## src/rtl/regfile_access_ctrl_if.sv

```systemverilog
// -----------------------------------------------------------------------------
// regfile_access_ctrl_if
//   Bundles the signals between the access controller and its neighbours. The
//   instruction handshake comes from the decoder. The read/write ports go to
//   the 8x8 register file.
//
//   Modports
//     master : decoder + register-file side (drives instructions, read data)
//     slave  : regfile_access_ctrl side (drives ready, register-file ports)
//
//   Signals
//     instr_valid / instr_ready      instruction handshake
//     opcode, dest, src1, src2, imm  decoded instruction fields
//     rf_rd_addr1/2, rf_rd_data1/2   two combinational read ports
//     rf_wr_en, rf_wr_addr, rf_wr_data  write port (falling-edge commit)
// -----------------------------------------------------------------------------
interface regfile_access_ctrl_if #(
    parameter int DATA_W = 8,
    parameter int ADDR_W = 3
);
    logic              instr_valid;
    logic              instr_ready;
    logic [2:0]        opcode;
    logic [ADDR_W-1:0] dest;
    logic [ADDR_W-1:0] src1;
    logic [ADDR_W-1:0] src2;
    logic [DATA_W-1:0] imm;

    logic [ADDR_W-1:0] rf_rd_addr1;
    logic [ADDR_W-1:0] rf_rd_addr2;
    logic [DATA_W-1:0] rf_rd_data1;
    logic [DATA_W-1:0] rf_rd_data2;
    logic              rf_wr_en;
    logic [ADDR_W-1:0] rf_wr_addr;
    logic [DATA_W-1:0] rf_wr_data;

    modport master (
        output instr_valid, opcode, dest, src1, src2, imm,
        output rf_rd_data1, rf_rd_data2,
        input  instr_ready,
        input  rf_rd_addr1, rf_rd_addr2,
        input  rf_wr_en, rf_wr_addr, rf_wr_data
    );

    modport slave (
        input  instr_valid, opcode, dest, src1, src2, imm,
        input  rf_rd_data1, rf_rd_data2,
        output instr_ready,
        output rf_rd_addr1, rf_rd_addr2,
        output rf_wr_en, rf_wr_addr, rf_wr_data
    );
endinterface

```

## src/rtl/regfile_access_ctrl.sv

```systemverilog
// -----------------------------------------------------------------------------
// regfile_access_ctrl
//   Runs one instruction at a time against an 8x8 register file. The sequence
//   is IDLE -> READ -> EXEC -> WRITE, with one cycle in each non-IDLE state.
//   The instruction is accepted in IDLE. Both source registers are captured in
//   READ. A small ALU result and its flags are registered in EXEC. The result
//   is presented on the write port during WRITE, and the register file commits
//   it on the falling clock edge in the middle of that cycle.
//
//   Ports
//     clk      in   system clock, rising-edge state updates
//     rst_n    in   asynchronous active-low reset
//     bus      slave modport of regfile_access_ctrl_if (handshake + regfile)
//     done     out  one-cycle pulse while in WRITE (instruction retired)
//     zero     out  result==0 of the last legal ALU op
//     carry    out  carry (ADD) / borrow (SUB) of the last legal ALU op
//     illegal  out  last instruction used the reserved opcode
// -----------------------------------------------------------------------------
module regfile_access_ctrl #(
    parameter int DATA_W = 8,
    parameter int ADDR_W = 3
) (
    input  logic                 clk,
    input  logic                 rst_n,
    regfile_access_ctrl_if.slave bus,
    output logic                 done,
    output logic                 zero,
    output logic                 carry,
    output logic                 illegal
);

    localparam logic [2:0] OP_LOADI = 3'b000;
    localparam logic [2:0] OP_MOV   = 3'b001;
    localparam logic [2:0] OP_ADD   = 3'b010;
    localparam logic [2:0] OP_SUB   = 3'b011;
    localparam logic [2:0] OP_AND   = 3'b100;
    localparam logic [2:0] OP_OR    = 3'b101;
    localparam logic [2:0] OP_XOR   = 3'b110;

    typedef enum logic [1:0] {
        S_IDLE  = 2'd0,
        S_READ  = 2'd1,
        S_EXEC  = 2'd2,
        S_WRITE = 2'd3
    } state_t;

    state_t state_reg;
    state_t state_next;

    // Latched instruction fields.
    logic [2:0]        opcode_reg;
    logic [ADDR_W-1:0] dest_reg;
    logic [ADDR_W-1:0] src1_reg;
    logic [ADDR_W-1:0] src2_reg;
    logic [DATA_W-1:0] imm_reg;

    // Operands, result and flags.
    logic [DATA_W-1:0] op_a_reg;
    logic [DATA_W-1:0] op_b_reg;
    logic [DATA_W-1:0] result_reg;
    logic [ADDR_W-1:0] wr_addr_reg;
    logic              zero_reg;
    logic              carry_reg;
    logic              illegal_reg;

    // FSM-decoded controls.
    logic accept;
    logic in_read;
    logic in_exec;
    logic in_write;

    // ALU combinational outputs.
    logic [DATA_W-1:0] alu_result;
    logic              alu_carry;
    logic              alu_illegal;
    logic [DATA_W:0]   sum_ext;
    logic [DATA_W:0]   diff_ext;
    logic [DATA_W-1:0] and_v;
    logic [DATA_W-1:0] or_v;
    logic [DATA_W-1:0] xor_v;

    // -------------------------------------------------------------------------
    // FSM
    // -------------------------------------------------------------------------
    always_ff @(posedge clk or negedge rst_n) begin
        if (!rst_n) begin
            state_reg <= S_IDLE;
        end else begin
            state_reg <= state_next;
        end
    end

    always_comb begin
        state_next = state_reg;
        accept     = 1'b0;
        in_read    = 1'b0;
        in_exec    = 1'b0;
        in_write   = 1'b0;
        unique case (state_reg)
            S_IDLE: begin
                accept = bus.instr_valid;
                if (bus.instr_valid) begin
                    state_next = S_READ;
                end
            end
            S_READ: begin
                in_read    = 1'b1;
                state_next = S_EXEC;
            end
            S_EXEC: begin
                in_exec    = 1'b1;
                state_next = S_WRITE;
            end
            S_WRITE: begin
                in_write   = 1'b1;
                state_next = S_IDLE;
            end
            default: state_next = S_IDLE;
        endcase
    end

    // Ready and the write strobe are decoded from the state register. An
    // asynchronous reset forces state_reg to IDLE, so rf_wr_en falls at once
    // and a write in flight never reaches its falling-edge commit.
    assign bus.instr_ready = (state_reg == S_IDLE);
    assign bus.rf_wr_en    = in_write && !illegal_reg;
    assign done            = in_write;

    // -------------------------------------------------------------------------
    // Instruction latch and operand capture
    // -------------------------------------------------------------------------
    always_ff @(posedge clk or negedge rst_n) begin
        if (!rst_n) begin
            opcode_reg <= '0;
            dest_reg   <= '0;
            src1_reg   <= '0;
            src2_reg   <= '0;
            imm_reg    <= '0;
            op_a_reg   <= '0;
            op_b_reg   <= '0;
        end else begin
            if (accept) begin
                opcode_reg <= bus.opcode;
                dest_reg   <= bus.dest;
                src1_reg   <= bus.src1;
                src2_reg   <= bus.src2;
                imm_reg    <= bus.imm;
            end
            if (in_read) begin
                op_a_reg <= bus.rf_rd_data1;
                op_b_reg <= bus.rf_rd_data2;
            end
        end
    end

    // The source latches change only on accept, which is also the entry into
    // READ. Driving the read addresses straight from them gives the required
    // "hold last value" behaviour outside READ.
    assign bus.rf_rd_addr1 = src1_reg;
    assign bus.rf_rd_addr2 = src2_reg;

    // -------------------------------------------------------------------------
    // ALU
    // -------------------------------------------------------------------------
    // The extra MSB of the widened sum/difference is the carry-out for ADD and
    // the borrow (op_a < op_b) for SUB.
    assign sum_ext  = {1'b0, op_a_reg} + {1'b0, op_b_reg};
    assign diff_ext = {1'b0, op_a_reg} - {1'b0, op_b_reg};

    genvar gi;
    generate
        for (gi = 0; gi < DATA_W; gi++) begin : g_bitwise
            assign and_v[gi] = op_a_reg[gi] & op_b_reg[gi];
            assign or_v[gi]  = op_a_reg[gi] | op_b_reg[gi];
            assign xor_v[gi] = op_a_reg[gi] ^ op_b_reg[gi];
        end
    endgenerate

    always_comb begin
        alu_result  = result_reg;
        alu_carry   = 1'b0;
        alu_illegal = 1'b0;
        unique case (opcode_reg)
            OP_LOADI: alu_result = imm_reg;
            OP_MOV:   alu_result = op_a_reg;
            OP_ADD: begin
                alu_result = sum_ext[DATA_W-1:0];
                alu_carry  = sum_ext[DATA_W];
            end
            OP_SUB: begin
                alu_result = diff_ext[DATA_W-1:0];
                alu_carry  = diff_ext[DATA_W];
            end
            OP_AND:   alu_result = and_v;
            OP_OR:    alu_result = or_v;
            OP_XOR:   alu_result = xor_v;
            default:  alu_illegal = 1'b1;
        endcase
    end

    // -------------------------------------------------------------------------
    // Result, flags and write port registers (loaded at the end of EXEC)
    // -------------------------------------------------------------------------
    // A reserved opcode only raises illegal. The result, zero and carry keep
    // their previous values. The write address still tracks dest so the write
    // port reflects the retired instruction, but rf_wr_en stays low.
    always_ff @(posedge clk or negedge rst_n) begin
        if (!rst_n) begin
            result_reg  <= '0;
            wr_addr_reg <= '0;
            zero_reg    <= 1'b0;
            carry_reg   <= 1'b0;
            illegal_reg <= 1'b0;
        end else if (in_exec) begin
            illegal_reg <= alu_illegal;
            wr_addr_reg <= dest_reg;
            if (!alu_illegal) begin
                result_reg <= alu_result;
                zero_reg   <= (alu_result == '0);
                carry_reg  <= alu_carry;
            end
        end
    end

    assign bus.rf_wr_addr = wr_addr_reg;
    assign bus.rf_wr_data = result_reg;
    assign zero           = zero_reg;
    assign carry          = carry_reg;
    assign illegal        = illegal_reg;

endmodule

```

## src/flat_wrapper.sv

```systemverilog
// flat-port wrapper written by rule: the top's interface ports become plain ports
module regfile_access_ctrl_flat 
#(
    parameter int DATA_W = 8,
    parameter int ADDR_W = 3
)
  (clk, rst_n, done, zero, carry, illegal, bus_instr_valid, bus_opcode, bus_dest, bus_src1, bus_src2, bus_imm, bus_rf_rd_data1, bus_rf_rd_data2, bus_instr_ready, bus_rf_rd_addr1, bus_rf_rd_addr2, bus_rf_wr_en, bus_rf_wr_addr, bus_rf_wr_data);
  regfile_access_ctrl_if #(.DATA_W(DATA_W), .ADDR_W(ADDR_W)) bus_i ();
  input  logic clk;
  input  logic rst_n;
  output logic done;
  output logic zero;
  output logic carry;
  output logic illegal;
  input wire logic [$bits(bus_i.instr_valid)-1:0] bus_instr_valid;
  input wire logic [$bits(bus_i.opcode)-1:0] bus_opcode;
  input wire logic [$bits(bus_i.dest)-1:0] bus_dest;
  input wire logic [$bits(bus_i.src1)-1:0] bus_src1;
  input wire logic [$bits(bus_i.src2)-1:0] bus_src2;
  input wire logic [$bits(bus_i.imm)-1:0] bus_imm;
  input wire logic [$bits(bus_i.rf_rd_data1)-1:0] bus_rf_rd_data1;
  input wire logic [$bits(bus_i.rf_rd_data2)-1:0] bus_rf_rd_data2;
  output wire logic [$bits(bus_i.instr_ready)-1:0] bus_instr_ready;
  output wire logic [$bits(bus_i.rf_rd_addr1)-1:0] bus_rf_rd_addr1;
  output wire logic [$bits(bus_i.rf_rd_addr2)-1:0] bus_rf_rd_addr2;
  output wire logic [$bits(bus_i.rf_wr_en)-1:0] bus_rf_wr_en;
  output wire logic [$bits(bus_i.rf_wr_addr)-1:0] bus_rf_wr_addr;
  output wire logic [$bits(bus_i.rf_wr_data)-1:0] bus_rf_wr_data;
  assign bus_i.instr_valid = bus_instr_valid;
  assign bus_i.opcode = bus_opcode;
  assign bus_i.dest = bus_dest;
  assign bus_i.src1 = bus_src1;
  assign bus_i.src2 = bus_src2;
  assign bus_i.imm = bus_imm;
  assign bus_i.rf_rd_data1 = bus_rf_rd_data1;
  assign bus_i.rf_rd_data2 = bus_rf_rd_data2;
  assign bus_instr_ready = bus_i.instr_ready;
  assign bus_rf_rd_addr1 = bus_i.rf_rd_addr1;
  assign bus_rf_rd_addr2 = bus_i.rf_rd_addr2;
  assign bus_rf_wr_en = bus_i.rf_wr_en;
  assign bus_rf_wr_addr = bus_i.rf_wr_addr;
  assign bus_rf_wr_data = bus_i.rf_wr_data;
  regfile_access_ctrl #(.DATA_W(DATA_W), .ADDR_W(ADDR_W)) u_core (.clk(clk), .rst_n(rst_n), .bus(bus_i), .done(done), .zero(zero), .carry(carry), .illegal(illegal));
endmodule
```

## config.mk

```make
export PLATFORM = sky130hd
export DESIGN_NAME = regfile_access_ctrl_flat
export DESIGN_NICKNAME = d
export VERILOG_FILES = /design/src/rtl/regfile_access_ctrl_if.sv /design/src/rtl/regfile_access_ctrl.sv /design/src/flat_wrapper.sv
export SDC_FILE = /design/constraint.sdc
export NUM_CORES = 1
export LEC_CHECK = 0
export BUFFER_PORTS_ARGS = -buffer_cell sky130_fd_sc_hd__buf_2
export CORE_ASPECT_RATIO = 1.25
export CORE_MARGIN = 3
export CORE_UTILIZATION = 35
export DETAILED_ROUTE_END_ITERATION = 8
export PLACE_DENSITY_LB_ADDON = 0.08
export SLEW_MARGIN = 20
export SYNTH_ARGS = -nofsm -noshare
export SYNTH_HDL_FRONTEND = slang
export SYNTH_SLANG_ARGS = --single-unit
```

## constraint.sdc

```tcl
create_clock -name clk -period 4 [get_ports clk]
set_clock_uncertainty 0.15 [all_clocks]
set_input_delay 0.8 -clock clk [delete_from_list [all_inputs] [get_ports clk]]
set_output_delay 0.8 -clock clk [all_outputs]
set_load 0.02 [all_outputs]
```

Word-level counts from Yosys, hierarchy flattened --
Index checks and enable logic that the tools add are counted.
Cells by class: shift-type cells 0, bitwise gates (word level) 24, eq/ne operators 10, reductions and logical operators 7, add/sub/neg operators 2, multiplexer cells 9, divide/modulo/power cells 0, magnitude comparators 0, multiply operators 0
Operators by type and width (count):
- $pmux W8 S7 | 1
- $add A8 B8 Y9 | 1
- $eq A3 B3 Y1 const B | 3
- $sub A8 B8 Y9 | 1
- $and A1 B1 Y1 | 8
- $logic_not A8 Y1 | 1
- $or A1 B1 Y1 | 8
- $pmux W2 S4 | 1
- $xor A1 B1 Y1 | 8
- $reduce_or A7 Y1 | 1
- $eq A3 B2 Y1 const B | 2
- $mux W1 | 5
- $eq A2 B2 Y1 const B | 2
- $eq A3 B1 Y1 const B | 1
- $logic_not A3 Y1 | 1
- $eq A2 B1 Y1 const B | 1
- $logic_not A2 Y1 | 1
- $mux W2 | 1
- $ne A2 B2 Y1 const B | 1
- $pmux W1 S2 | 1
- $reduce_and A2 Y1 | 1
- $logic_and A1 B1 Y1 | 1
- $logic_not A1 Y1 | 1
Storage, ports and cells: word-level logic and storage cells 65, memory bits (read-only) 0, latch bits 0, output and inout bits 23, memories kept 0, bits of input ports 39, flip-flop bits (word level) 52, RAM bits 0

Longest topological paths before layout --
Gate-level depths: netlist (run 1).
depth in word-level cells 3, gate-level depth with buffers 10, gate-level depth less buffers 10

Least setup slack after synthesis (run 1) --
No wires, ideal clock.
path type register to register, from register u_core.op_b_reg[0], to register u_core.zero_reg, in the netlist u_core.zero, arrival time 2.085 ns, setup slack 1.630 ns, path buffers 0, clock period less this slack 2.370 ns, stages on the path, launching flop included 9, setup time 0.135 ns, cells stage by stage dfrtp_1 -> ha_1 -> fa_1 -> a211oi_1 -> nor2_1 -> or3_1 -> a31o_2 -> nand4_1 -> o31ai_2
Between the ends: longest elaborated chain between the ends 3
RTL lines:
- from (decl) | line regfile_access_ctrl.sv:59 | logic [DATA_W-1:0] op_b_reg;
- from (signal assigned) | line regfile_access_ctrl.sv:151 | op_b_reg <= bus.rf_rd_data2;
- $sub A8 B8 Y9 (tied with other cells) | line regfile_access_ctrl.sv:168 | assign diff_ext = {1'b0, op_a_reg} - {1'b0, op_b_reg};
- $pmux W8 S7 (*) | line regfile_access_ctrl.sv:183 | unique case (opcode_reg)
- $logic_not A8 Y1 (*) | line regfile_access_ctrl.sv:219 | zero_reg <= (alu_result == '0);
- to (signal assigned) | line regfile_access_ctrl.sv:219
- to (decl) | line regfile_access_ctrl.sv:62 | logic zero_reg;
Every way passes the cells marked *; elsewhere a longest branch is shown, timed or not. A chain may end at the register's enable or synchronous reset.

Worst setup path in the final report (run 1) --
from register u_core.op_b_reg[0], to register u_core.carry_reg, in the netlist u_core.carry
Between the ends: longest elaborated chain between the ends 2
RTL lines:
- $sub A8 B8 Y9 or $add A8 B8 Y9 (tied branches) | line regfile_access_ctrl.sv:168, regfile_access_ctrl.sv:167
- $pmux W1 S2 (*) | line regfile_access_ctrl.sv:183
- to (signal assigned) | line regfile_access_ctrl.sv:220 | carry_reg <= alu_carry;
- to (decl) | line regfile_access_ctrl.sv:63 | logic carry_reg;
Marks and branches as above.

==> results of run 1 <==
## cells in the final DEF (no fill, tap or decap), types with 6 or more instances in the layout
cell type,synthesis,final
a211oi_1,8,8
a21oi_1,26,26
buf_2,8,61
dfrtp_1,52,52
ha_1,28,28
inv_1,24,24
mux2_2,26,26
nand2_1,32,32
nand2b_1,6,6
nor2_1,18,18
nor2b_1,9,9
nor3_1,6,6
o21ai_0,35,35
o21bai_1,6,6
## tightest hold or removal path, delay by kind of cell (launching register included)
kind            cells  cell delay (ps)
compound gates      1               60
flops               1              340
simple gates        1               40
## cell type report
cell class | count | area [sq um]
Fill cell | 949 | 5310
Timing Repair Buffer | 65 | 355
Clock buffer | 6 | 139
Inverter | 24 | 90.1
Clock inverter | 2 | 38.8
Sequential cell | 52 | 1300
Multi-Input combinational cell | 261 | 1880
Tap cell | 123 | 154
## worst max-delay path by stage
stage / cells past startpoint / endpoint / slack [ps]
2_1_floorplan: 8 / u_core.zero / 1630
3_3_place_gp: 7 / u_core.zero / 1260
3_5_place_dp: 9 / u_core.carry / 1230
4_1_cts: 9 / u_core.carry / 1200
5_1_grt: 9 / u_core.carry / 1010
6_report: 9 / u_core.carry / 1140
## layer usage
layer / GRT usage (%) / wire length (microns) / up-vias
li1: - / - / 1366
met5: 0 / 0 / -
met2: 27.5 / 3930 / 82
met1: 22.0 / 3910 / 1291
met4: 3.85 / 108 / 0
met3: 2.47 / 449 / 8
## per-stage QoR
step | std cells | setup WS [ps] | hold WS [ps] | instance area [sq um]
final | 533 | 1140 | 328 | 3960
after global routing | 533 | 1010 | 370 | 3960
after CTS | 532 | 1200 | 335 | 3930
after detailed placement | 524 | 1230 | 319 | 3750
after global placement | 524 | 1260 | 308 | 3750
after floorplan | 358 | 1630 | 321 | 3390
## logic make-up (layout without fill, tap and decap cells)
family | count (synthesis) | count (layout) | share of synthesized area, %
AOI/OAI and AO/OA | 110 | 110 | 20.5
xor gates and xnor gates | 4 | 4 | 1.03
adders and majority gates | 30 | 30 | 11.5
buffers and inverters | 45 | 97 | 6.16
DFF | 52 | 52 | 38.4
muxes | 29 | 29 | 9.52
and+or+nand+nor | 88 | 88 | 12.9
## power groups by stage
stage          sequential [uW]  combinational [uW]  clock, uW
3_3_place_gp              1070                2300          0
4_1_cts                   1070                2300        538
2_1_floorplan             1070                1730          0
6_report                  1070                2320        525
3_5_place_dp              1080                2290          0
5_1_grt                   1120                2590        559
==> out/qor.yml, run 1 <==
drc: 0
firstDrtPassIters: 5
ys_seq_area_share_pct: 38.4
ir_drop_uv: 414
synth_cells: 358
synth_area_sq_um: 3390
synth_top_area_cell: "dfrtp_1"
start_util_pct: 36.6
hold_depth: 2
globalRouteOverflowTotal: 0
outcome: "complete, no violations"
synth_edf_count: 0
io_pins: 62
slew-limit-headroom_pct: 34.6
wl_mm: 8.39
nets: 478
drv_slew: 0
drv_cap: 0
switching_share_pct: 46.6
ys_async_sr_fraction_pct: 100
slowest_stage: "fa_1"
htreeDepth: 2
r2r_end: "u_core.carry"
critPathCaptureType: "register"
pwr-share-comb_pct: 59.2
grt_pass1_wl_mm: 14.0
ys_warn_count: 0
powerDensity_nw_per_um2: 988
clk_path_buf_depth: 2
hold_buffers: 0
grt_pass1_vias: 2776
crit_type: "reg2reg"
ys_seq_elements: 52
cts_root_buf: "clkbuf_16"
grt_max_degree: 33
rows: 39
dpl.hpwl_mm: 6.30
die-area_sq_um: 10900
drtAntennaViolNets: 0
cp-startpoint: "u_core.op_b_reg[0]"
critPathTopFamily: "compound AO/OA/AOI/OAI gates"
syn-num-nets: 427
tightest_slew_ps: 981
die_y_microns: 116
p_total_uw: 3910
p_leak_uw: 0.00182
antenna_found_initial: 0
viasPerCell: 5.15
cts_resized: 0
p_int_uw: 2090
max_freq_mhz: 349
pwr-share-clk_pct: 13.4
avgRoutedWirePerCell_microns: 15.7
reg2reg_slack_ps: 1140
post-route-period-util_pct: 71.6
worstPathRequired_ps: 4010
worstPathCellList: "ha_1, fa_1, a211oi_1, o21bai_1, a21o_1, a21oi_1, o22ai_1, a221oi_1, o21ai_0"
cp-start-kind: "register"
gp_congestion: 0.927
crit_buf_inv: 0
rsz0062_at_grt: "no"
core_sq_um: 9270
syn_avg_cell_area_sq_um: 9.47
p_sw_uw: 1820
portBuffers: 61
min_to: "u_core.bus.rf_wr_data[6]"
synth_ff_type: "dfrtp_1"
numCtsBuffers: 5
arrival_ps: 2880
clk_pin_slew_ps: 70
grtUsageTotal_pct: 16.3
reg2reg_depth: 9
post_cts_buffers: 0
clk_latency_ps: 290
r2r-start: "u_core.op_b_reg[0]"
vias: 2747
synth.distinct_cells: 54
area_delta_synth_final_pct: 16.8
yosys-top-cells-count: "52 x dfrtp_1, 35 x o21ai_0, 32 x nand2_1"
yosysMostFrequentCell: "dfrtp_1"
cts.sinks: 52
synth.area.top_cells: "dfrtp_1 38%, ha_1 10%, mux2_2 8.6%, o21ai_0 5.2%, a21oi_1 3.8%"
cp_max_fo: 4
cts_tree: "yes"
drive_gt1_share_pct: 26.1
hold_class: "reg2reg"
netlist.area_leader.share_pct: 38.4
tns_ps: 0
pwr-share-seq_pct: 27.3
period_needed_ps: 2860
hold_start: "u_core.bus.rf_wr_data[6]"
hold_violations: 0
post-route-util_pct: 42.7
drt_iter0_drc: 118
n_antenna_cell: 0
die_x_microns: 94.0
max_stage_delay_ps: 450
final-setup-viol-count: 0
No activity file was read; power rests on OpenSTA's default activity.
==> run 2, diff against run 1 <==
- ABC_AREA: not set -> 1
- clock period: 4 -> 2.5 ns (I/O delays scaled with it)
==> run 2 against run 1 <==
Compared with the run above:
- fmax rose by 25%
- combinational power rose by 51%
- design area rose by 1.2%
- count of clock-buffer cells in the layout fell by 1
- core utilization rose by 0.53 points
- critical path depth rose by 2
- register-to-register slack got worse by 930 ps
- highest routed layer unchanged
- critical path type unchanged
- critical endpoint is now u_core.zero
- die area fell by 0.74%
- sequential power rose by 48%
- routed wire length rose by 8.7%
- largest cell class unchanged
- power rose by 48%
==> out/qor.yml, run 2 <==
outcome: "complete, no violations"
period_needed_ps: 2290  # -571 ps
die_x_microns: 93.7  # -0.37%
drc: 0  # unchanged
cp_max_fo: 3  # -1
ys_warn_count: 0  # unchanged
clk_path_buf_depth: 2  # unchanged
ys_seq_elements: 52  # unchanged
synth_ff_type: "dfrtp_1"
grt_pass1_vias: 3092  # +11%
slew-limit-headroom_pct: 59.8  # +25 points
drt_iter0_drc: 115  # -2.5%
cts_tree: "yes"
cp_common_cell: "nor2_1"
synth_edf_count: 0  # unchanged
drv_cap: 0  # unchanged
powerDensity_nw_per_um2: 1440  # +46%
n_antenna_cell: 0  # unchanged
firstDrtPassIters: 4  # -1
final_common_cell: "nand2_1"
avgRoutedWirePerCell_microns: 14.4  # -8.8%
netlist.area_leader.share_pct: 38.7  # +0.30 points
synth_cells: 444  # +24%
cts_resized: 0  # unchanged
slowest_stage: "fa_1"
yosysMostFrequentCell: "nand2_1"
numCtsBuffers: 5  # unchanged
cp-start-kind: "register"
ys_async_sr_fraction_pct: 100  # unchanged
tightest_slew_ps: 603  # -377 ps
tns_ps: 0  # unchanged
ys_seq_area_share_pct: 38.7  # +0.30 points
hold_buffers: 0  # unchanged
dpl.hpwl_mm: 7.29  # +16%
post_cts_buffers: 0  # unchanged
die_y_microns: 116  # -0.37%
globalRouteOverflowTotal: 0  # unchanged
post-route-period-util_pct: 91.8  # +20 points
grt_pass1_wl_mm: 15.1  # +8.0%
yosys-top-cells-count: "121 x nand2_1, 62 x inv_1, 52 x dfrtp_1"
die-area_sq_um: 10800  # -0.74%
wl_mm: 9.12  # +8.7%
synth_top_area_cell: "dfrtp_1"
area_delta_synth_final_pct: 19.1
cts_root_buf: "clkbuf_16"
clk_latency_ps: 300  # about the same
syn-num-nets: 513  # +20%
crit_type: "reg2reg"
synth.area.top_cells: "dfrtp_1 39%, nand2_1 14%, ha_1 10%, inv_1 6.9%, nand3_1 6.1%"
max_stage_delay_ps: 450  # about the same
viasPerCell: 4.88  # -5.4%
worstPathRequired_ps: 2590  # -1420 ps
core_sq_um: 9270  # unchanged
post-route-util_pct: 43.2  # +0.53 points
grtUsageTotal_pct: 18.0  # +1.8 points
cp-startpoint: "u_core.op_b_reg[0]"
arrival_ps: 2380  # -500 ps
syn_avg_cell_area_sq_um: 7.57  # -20%
hold_class: "in2async"
antenna_found_initial: 0  # unchanged
p_leak_uw: 0.00215  # +18%
synth.distinct_cells: 27  # -50%
final-setup-viol-count: 0  # unchanged
max_freq_mhz: 436  # +25%
gp_congestion: 0.905  # -2.4%
worstPathCellList: "ha_1, fa_1, xnor2_1, nor2_1, nor2_1, nand3_1, nor2_1, nand3_1, nor2_1, nand2_1, nand2_1"
drv_slew: 0  # unchanged
critPathCaptureType: "register"
grt_max_degree: 33  # unchanged
ir_drop_uv: 544  # +31%
hold_violations: 0  # unchanged
synth_area_sq_um: 3360  # -0.78%
layout_common_cells: "121 x nand2_1, 62 x inv_1, 61 x buf_2"
r2r-start: "u_core.op_b_reg[0]"
start_util_pct: 36.3  # -0.28 points
io_pins: 62  # unchanged
drive_gt1_share_pct: 19.9  # -6.2 points
portBuffers: 61  # unchanged
cts.sinks: 52  # unchanged
htreeDepth: 2  # unchanged
rows: 39  # unchanged
drtAntennaViolNets: 0  # unchanged
nets: 580  # +21%
vias: 3097  # +13%
clk_pin_slew_ps: 70  # about the same
rsz0062_at_grt: "no"
==> run 2: where the power goes <==
part / leakage [uW] / internal [uW] / switching (uW)
registers: 0.000628 / 1260 / 321
logic: 0.00145 / 1260 / 2240
clock network: 0.0000702 / 374 / 326
==> run 2: through the flow <==
stage / instances / hold slack [ps] / area (sq um) / total power [uW] / setup WS, ps
floorplan: 444 / 54.4 / 3360 / 4080 / 513
global placement: 627 / 305 / 3860 / 5120 / 255
detailed placement: 627 / 307 / 3860 / 5130 / 239
CTS: 635 / 81.4 / 4010 / 5860 / 214
global route: 635 / 104 / 4010 / 6430 / 26.6
finish: 635 / 51.3 / 4010 / 5780 / 206
==> run 2: path summary, 6_finish.rpt <==
path	to	slack, ps	cells after the start
setup / recovery	u_core.zero	210	11
hold / removal	u_core.op_a_reg[5]	50	1
setup reg to reg	u_core.zero	210	11
hold reg to reg	u_core.bus.rf_wr_addr[2]	330	2
max in group asynchronous	u_core.imm_reg[7]	1580	2
min in group clk	u_core.op_a_reg[0]	260	3
==> run 2: cell type report <==
| type | count | area, sq um |
|---|---|---|
| Tap cell | 123 | 154 |
| Fill cell | 1010 | 5270 |
| Multi-Input combinational cell | 314 | 1750 |
| Clock inverter | 3 | 21.3 |
| Clock buffer | 5 | 125 |
| Inverter | 65 | 244 |
| Sequential cell | 52 | 1300 |
| Timing Repair Buffer | 73 | 408 |
==> run 2: kinds of logic (layout without fill, tap and decap cells) <==
logic type      count (synthesis)  after routing  synth area share, %
compound gates                 46             46                 7.25
mux                            16             16                 5.36
simple gates                  221            221                 27.6
flops                          52             52                 38.7
xor+xnor                        1              1                0.260
buf+inv                        78            146                 9.19
fa+ha+maj                      30             30                 11.6
==> run 2: critical path: cells and delay by family, from the launching register on <==
family / cells / cell delay, ps
AND/OR/NAND/NOR: 8 / 760
adder cells (fa/ha/maj): 2 / 710
flip-flops: 1 / 410
XOR/XNOR: 1 / 220
==> run 2: metal layers <==
layer | GRT usage, % | vias up | part of all wire [%]
met5 | 0 | - | 0
met4 | 5.68 | 0 | 1.8
met3 | 3.12 | 13 | 4.0
met2 | 33.8 | 64 | 52
met1 | 20.8 | 1477 | 42
li1 | - | 1543 | -
